--- config.mk ---
export PLATFORM = sky130hd
export DESIGN_NAME = bound_flasher_gen
export DESIGN_NICKNAME = d
export VERILOG_FILES = /design/src/rtl/bound_flasher_pkg.sv /design/src/rtl/bound_flasher_gen_tick_gen.sv /design/src/rtl/bound_flasher_gen.sv
export SDC_FILE = /design/constraint.sdc
export NUM_CORES = 1
export LEC_CHECK = 0
export CAP_MARGIN = 20
export CORE_ASPECT_RATIO = 0.6
export CORE_MARGIN = 4
export CORE_UTILIZATION = 45
export CTS_CLUSTER_SIZE = 10
export DETAILED_ROUTE_END_ITERATION = 12
export GPL_ROUTABILITY_DRIVEN = 0
export PLACE_DENSITY = 0.7
export SETUP_SLACK_MARGIN = 0.1
export SLEW_MARGIN = 10
export SYNTH_ARGS = -nofsm -noshare
export SYNTH_HDL_FRONTEND = slang
export SYNTH_SLANG_ARGS = --single-unit
--- constraint.sdc ---
create_clock -name clk -period 5.6 [get_ports clk]
set_input_delay 0.84 -clock clk [delete_from_list [all_inputs] [get_ports clk]]
set_output_delay 0.84 -clock clk [all_outputs]
set_load 0.05 [all_outputs]
--- src/rtl/bound_flasher_pkg.sv ---
// rtl/bound_flasher_pkg.sv - bound flasher state set and per-state sequencing helpers
package bound_flasher_pkg;

    typedef enum logic [3:0] {
        IDLE,
        UP_A,
        DN_A,
        UP_B,
        UP_C,
        DN_B,
        UP_D,
        UP_E,
        UP_F,
        DN_F,
        BLINK
    } state_t;

    typedef struct packed {
        logic        up;
        logic [31:0] target;
    } step_t;

    function automatic step_t step_of(input state_t s, input int n_lamps,
                                      input int b_lo, input int b_hi);
        step_t r;
        r.up     = 1'b0;
        r.target = '0;
        case (s)
            UP_A, UP_B, UP_D: begin r.up = 1'b1; r.target = 32'(b_lo);     end
            UP_C, UP_E:       begin r.up = 1'b1; r.target = 32'(b_hi);     end
            UP_F:             begin r.up = 1'b1; r.target = 32'(n_lamps);  end
            DN_B:             begin r.up = 1'b0; r.target = 32'(b_lo - 1); end
            default:          begin r.up = 1'b0; r.target = '0;            end
        endcase
        return r;
    endfunction

    function automatic logic is_kickback(input state_t s);
        return (s == UP_B) || (s == UP_C) || (s == UP_D) || (s == UP_E);
    endfunction

    function automatic state_t kick_dest(input state_t s);
        return ((s == UP_B) || (s == UP_C)) ? DN_A : DN_B;
    endfunction

    // DN_F is resolved by the top because its successor depends on the build.
    function automatic state_t seq_next(input state_t s);
        state_t r;
        case (s)
            UP_A:    r = DN_A;
            DN_A:    r = UP_B;
            UP_B:    r = UP_C;
            UP_C:    r = DN_B;
            DN_B:    r = UP_D;
            UP_D:    r = UP_E;
            UP_E:    r = UP_F;
            UP_F:    r = DN_F;
            default: r = IDLE;
        endcase
        return r;
    endfunction

endpackage

--- src/rtl/bound_flasher_gen_tick_gen.sv ---
// rtl/bound_flasher_gen_tick_gen.sv - lamp step prescaler, one tick per TICK_DIV unpaused cycles
module tick_gen #(
    parameter int TICK_DIV = 200
) (
    input  logic clk,
    input  logic rst,
    input  logic clear,
    input  logic pause,
    output logic tick
);

    localparam int CW = (TICK_DIV > 1) ? $clog2(TICK_DIV) : 1;
    localparam logic [CW-1:0] LAST = CW'(TICK_DIV - 1);

    logic [CW-1:0] count;

    assign tick = !clear && !pause && (count == LAST);

    always_ff @(posedge clk) begin
        if (rst || clear) begin
            count <= '0;
        end else if (!pause) begin
            count <= (count == LAST) ? '0 : count + CW'(1);
        end
    end

endmodule

--- src/rtl/bound_flasher_gen.sv ---
// rtl/bound_flasher_gen.sv - N-lamp fill/drain flasher with kickback; BOUND_FLASHER_BLINK_EN adds a final all-on frame
module bound_flasher_gen
    import bound_flasher_pkg::*;
#(
    parameter int N_LAMPS  = 16,
    parameter int B_LO     = 6,
    parameter int B_HI     = 11,
    parameter int TICK_DIV = 200
) (
    input  logic                         clk,
    input  logic                         rst,
    input  logic                         flick,
    input  logic                         pause,
    output logic [N_LAMPS-1:0]           lamps,
    output logic [$clog2(N_LAMPS+1)-1:0] level,
    output logic                         busy
);

    localparam int LW = $clog2(N_LAMPS + 1);
    localparam logic [LW-1:0] ONE = LW'(1);

`ifdef BOUND_FLASHER_BLINK_EN
    localparam state_t FINAL_STATE = BLINK;
`else
    localparam state_t FINAL_STATE = IDLE;
`endif

    state_t        state, state_nx;
    logic [LW-1:0] level_q, level_nx;
    logic          tick;
    logic          idle;
    logic          blinking;
    step_t         step;

    assign idle = (state == IDLE);

    tick_gen #(
        .TICK_DIV(TICK_DIV)
    ) u_tick_gen (
        .clk  (clk),
        .rst  (rst),
        .clear(idle),
        .pause(pause),
        .tick (tick)
    );

    always_ff @(posedge clk) begin
        if (rst) begin
            state   <= IDLE;
            level_q <= '0;
        end else begin
            state   <= state_nx;
            level_q <= level_nx;
        end
    end

    // flick only matters on the tick that lands on a kickback state's target.
    always_comb begin
        state_nx = state;
        level_nx = level_q;
        step     = step_of(state, N_LAMPS, B_LO, B_HI);
        case (state)
            IDLE: begin
                level_nx = '0;
                if (flick) state_nx = UP_A;
            end
            BLINK: begin
                if (tick) begin
                    state_nx = IDLE;
                    level_nx = '0;
                end
            end
            default: begin
                if (tick) begin
                    level_nx = step.up ? level_q + ONE : level_q - ONE;
                    if (32'(level_nx) == step.target) begin
                        if (is_kickback(state) && flick) state_nx = kick_dest(state);
                        else if (state == DN_F)          state_nx = FINAL_STATE;
                        else                             state_nx = seq_next(state);
                    end
                end
            end
        endcase
    end

`ifdef BOUND_FLASHER_BLINK_EN
    assign blinking = (state == BLINK);
`else
    assign blinking = 1'b0;
`endif

    assign level = blinking ? LW'(N_LAMPS) : level_q;
    assign busy  = !idle;

    always_comb begin
        lamps = '0;
        for (int i = 0; i < N_LAMPS; i++) begin
            lamps[i] = (i < int'(level));
        end
    end

endmodule

After elaboration in Yosys (flattened, before gate mapping)
Memories as Yosys holds them, arrays and structs flattened. A register that Yosys moved wholly into a read port is not among the register bits.
Cells that the tools add are included.
W data, S select, Z words.
{"block": "word_totals", "reg_bits": 17, "rom_bits": 64, "in_bits": 4, "output_inout_bits": 22, "word_cells": 68, "mem_count": 1}
{"memory": "(no name shown)", "words": 16, "width": 4, "read_ports": 1, "rd_ports_with_merged_regs": 1, "write_ports": 0, "line_no": "bound_flasher_pkg.sv:49", "source": "case (s)"}
{"block": "classes", "addsub": 3, "order_cmp": 16, "n_eq_ne": 13, "mux": 16, "reduce_logical": 16}
{"cell": "$pmux W33 S4", "count": 1}
{"cell": "$lt A4 B5 Y1 const A", "count": 8}
{"cell": "$eq A5 B32 Y1", "count": 1}
{"cell": "$mux W4", "count": 8}
{"cell": "$lt A3 B5 Y1 const A", "count": 4}
{"cell": "$eq A4 B3 Y1 const B", "count": 4}
{"cell": "$mux W5", "count": 3}
{"cell": "$eq A4 B4 Y1 const B", "count": 3}
{"cell": "$lt A1 B5 Y1 const A", "count": 2}
{"cell": "$lt A2 B5 Y1 const A", "count": 2}
{"cell": "$pmux W5 S2", "count": 1}
{"cell": "$add A8 B1 Y8 const B", "count": 1}
{"cell": "$eq A8 B8 Y1 const B", "count": 1}
{"cell": "$mux W8", "count": 1}
{"cell": "$pmux W4 S2", "count": 1}
{"cell": "$add A5 B1 Y5 const B", "count": 1}
{"cell": "$sub A5 B1 Y5 const B", "count": 1}
{"cell": "$eq A4 B1 Y1 const B", "count": 1}
{"cell": "$eq A4 B2 Y1 const B", "count": 1}
{"cell": "$logic_not A4 Y1", "count": 1}
{"cell": "$logic_or A1 B1 Y1", "count": 4}
{"cell": "$ne A2 B2 Y1 const B", "count": 2}
{"cell": "$reduce_and A4 Y1", "count": 1}
{"cell": "$logic_and A1 B1 Y1", "count": 3}
{"cell": "7 further kinds", "count": 8}

Logic depth before layout (Yosys ltp)
{"block": "logic_depth", "ltp_word": 11, "ltp_mapped": 16, "mapped_depth_nobuf": 14}

By module
A second synthesis with hierarchy kept.
{"block": "unflattened", "hier_cells": 247, "hier_area_um2": 1898.1}
{"mod": "bound_flasher_gen", "n_inst": 1, "cells_per_inst": 204, "area_per_inst_um2": 1497.7, "seq_area_each_um2": 260.2}
{"mod": "tick_gen", "n_inst": 1, "cells_per_inst": 43, "area_per_inst_um2": 400.4, "seq_area_each_um2": 160.2}

Worst setup path before layout
Ideal clock, no wire load.
{"block": "synth_timing", "path_kind": "reg-to-reg", "start": "register level_q[1] (netlist: level[1])", "end": "register with a tool-made name", "setup_time_ps": 137, "arrival_ps": 3362, "required_time_ps": 5463, "path_slack_ps": 2101, "stages_incl_launch_ff": 17, "n_path_buf": 2, "synth_period_minus_slack_ps": 3499, "path_cell_list": "dfxtp_1 > clkbuf_1 > inv_1 > ha_1 > nand3b_1 > a21oi_2 > nor4b_2 > xnor2_1 > nand4_4 > and2_4 > buf_6 > o21ai_0 > inv_1 > ha_1 > and4b_1 > mux2i_1 > o221ai_1"}
{"item": "start, declared", "line_no": "bound_flasher_gen.sv:29", "source": "logic [LW-1:0] level_q, level_nx;"}
{"item": "start signal, assigned", "line_no": "bound_flasher_gen.sv:53", "source": "level_q <= level_nx;"}

==> impl_results.md <==
* Core area at 0.00410 sq mm
* # nets final at 277
* Final period utilization at 0.689
* Routed wire length at 4440 um
* Filler Cell Count at 424
* Inst Count DP at 320
* Clock buffer depth at 2
* DRC at 0
* Required time of the critical path at 5720 ps
* Leak at 0.898 nW
* Final Total Pwr at approximately 360 uW
* Antenna violations before repair at 0
* Vias in the first global route at 1476
* Post-DR vias/cell at between 5 and 6
* Pin count of the biggest net entering global routing at 34
* Post-Layout Cell Count at 324
* Ant. Diodes at 0
* Relative slew margins at 0.326
* Post-Syn Nets at between 200 and 300
* EDFF count, synth at 0
* Post-DP Area at between 0.002 and 0.0025 sq mm
* H-tree depth at 1
* Clock transition at path regs at 80 ps
* Final setup viols at 0
* DIE WIDTH at approximately 90 um
* Cell with the most instances after synthesis: nand2_1
* Largest cells by area after synthesis: dfxtp_1 (22%), nand2_1 (5.9%), ha_1 (5.3%)
* Area Growth Syn to Fin at 13.8%
* Post-route ant nets at 0
* Die area at 0.00537 sq mm
* CTS root buf: clkbuf_8
* Pins over their slew limit at 0
* Crit-path max FO at 33
* Setup CP Type: reg2reg
* Delay-heaviest family, CP: flip-flops
* Mapped Cells at around 260
* Outcome: finished clean
* Ys async rst share at 0
* Critical Path Max Stage Delay at 990 ps
* Seq/Total Area, Yosys at 0.221
* Post-synth cell types at 56
* Arr. time, crit path at 3980 ps
* Per-cell routed wire length at 13.7 um
* Global-route usage over all layers at 0.163
* Yosys reg bits at 21
* List of most frequent post-synthesis cells: nand2_1 (30), nor2_1 (25), dfxtp_1 (21), o21ai_0 (17), nand2b_1 (14)
* Skew final at 5.14 ps
* Top-area cell type share of the netlist area at 0.221
* First-pass GRT wire length at 7250 um
* Cell area after layout at 0.00217 sq mm
* Top FF cell, synth: dfxtp_1
* Cell Rows at 18
* Worst path most repeated cell: mux2i_1
* Mean Syn Cell Area at 7.47 sq um
* DRT Pass-1 Iters at 4
* RSZ-0062 raised after global routing: no
* Worst Tran Pin Value at 1010 ps
* # IOs at 26
* Power per cell area at 166 mW/mm^2
* MaxCap Viol Count at 0
* Final TNS setup at 0 ps
* CTS tree: built
* Peak supply drop at 0.0000951 V
* Crit path time final at approximately 3900 ps
* Crit path max-delay cell type: dfxtp_1
* Setup Fix Bufs, Post-CTS at 0
* Gr ovfl total at 0
* CTS Buf Count at 3
* Hold Crit Class: reg2reg
* I/O Buffers at 25
* Clk_lat worst skew at 260 ps
* Hpwl dp at 3200 um
* Post-CTS Hold Fix Bufs at 0
* Final Hold Vio Count at 0
* DR vias at around 1800
* CP endpoint kind: flip-flop
* Share of cells above drive strength 1 at 0.0644
* Highest Clock Rate at 0.259 GHz
* Yosys warns at 0
* Initial Util at 0.465
* Top cell type by total area after synthesis: dfxtp_1
* Die span in y at 58.4 um
* Clk sinks at 21
* Worst setup SP type: flip-flop
* Post-cts sizing count at 0
* Initial DRC count at between 150 and 200
* Synth Cell Area at about 0.0019 sq mm
* Worst Path Buf+Inv at 1
* Critical path, cell by cell: nor3b_1, a211oi_4, mux2i_1, xnor2_1, nand4_4, and2_4, o21ai_0, inv_1, ha_1, nor4b_1, mux2i_1, o221ai_1
## routing by layer
layer	vias to the layer above	GRT usage	routed length (um)
li1	913	-	-
met1	779	0.258	2380
met2	64	0.232	1780
met3	2	0.0255	259
met4	0	0.0254	19
met5	-	0	0
## path summary, 6_finish.rpt
check                                      to  slack (ps)                             start  cells after the start
max                                 flip-flop        1740             state[2]$_SDFFE_PP0N_                     12
min reg2reg  u_tick_gen.count[7]$_SDFFE_PP0N_         520  u_tick_gen.count[7]$_SDFFE_PP0N_                      2
min          u_tick_gen.count[7]$_SDFFE_PP0N_         520  u_tick_gen.count[7]$_SDFFE_PP0N_                      2
max reg2reg                         flip-flop        1740             state[2]$_SDFFE_PP0N_                     12
## layout make-up
type / instances / area [sq um] / share of cell area
clock buffer: 4 / 45.0 / 0.0208
inverter: 8 / 30.0 / 0.0138
multi-input combinational: 206 / 1350 / 0.621
sequential: 21 / 420 / 0.194
tap: 60 / 75.1 / 0.0346
timing repair buffer: 25 / 250 / 0.115
## power by group
group          switching [mW]  internal, mW  total (mW)
clock network          0.0471        0.0506      0.0977
logic                  0.0554        0.0403      0.0956
registers              0.0131         0.154       0.167
total                   0.116         0.244       0.360
## cell usage in the layout (no fill, tap or decap), drive strengths merged, types with 3 or more instances in the layout
master / n
or3: 3
xor2: 7
clkdlybuf4s50: 25
dfxtp: 21
clkbuf: 4
nor3: 3
inv: 8
nand3b: 4
o21ai: 17
mux2i: 6
nand3: 9
a21o: 4
nor4b: 4
nand2: 30
nor2: 25
a21oi: 15
xnor2: 7
ha: 8
nor2b: 6
nor3b: 3
and3: 3
a31oi: 5
nand2b: 14
## tightest hold or removal path, cell delays in order (launching register included)
cell and delay, ps:
dfxtp_1 340, xor2_1 80, nor2_1 70
## logic make-up after synthesis
logic type	count (synthesis)	synth area share
adder cells (fa/ha/maj)	8	0.0525
AND/OR/NAND/NOR	117	0.342
multiplexers	7	0.0374
AO/OA/AOI/OAI	60	0.211
flip-flops	21	0.221
XOR/XNOR	14	0.0643
buffers and inverters	28	0.0722
## through the flow
step	hold slack (ps)	utilization	setup WS, ps
floorplan	471	-	2100
global placement	497	0.518	1780
detailed placement	493	0.518	1610
CTS	514	0.529	1750
global route	559	0.529	1410
finish	516	0.529	1740
Power figures use the tool's default switching activity.
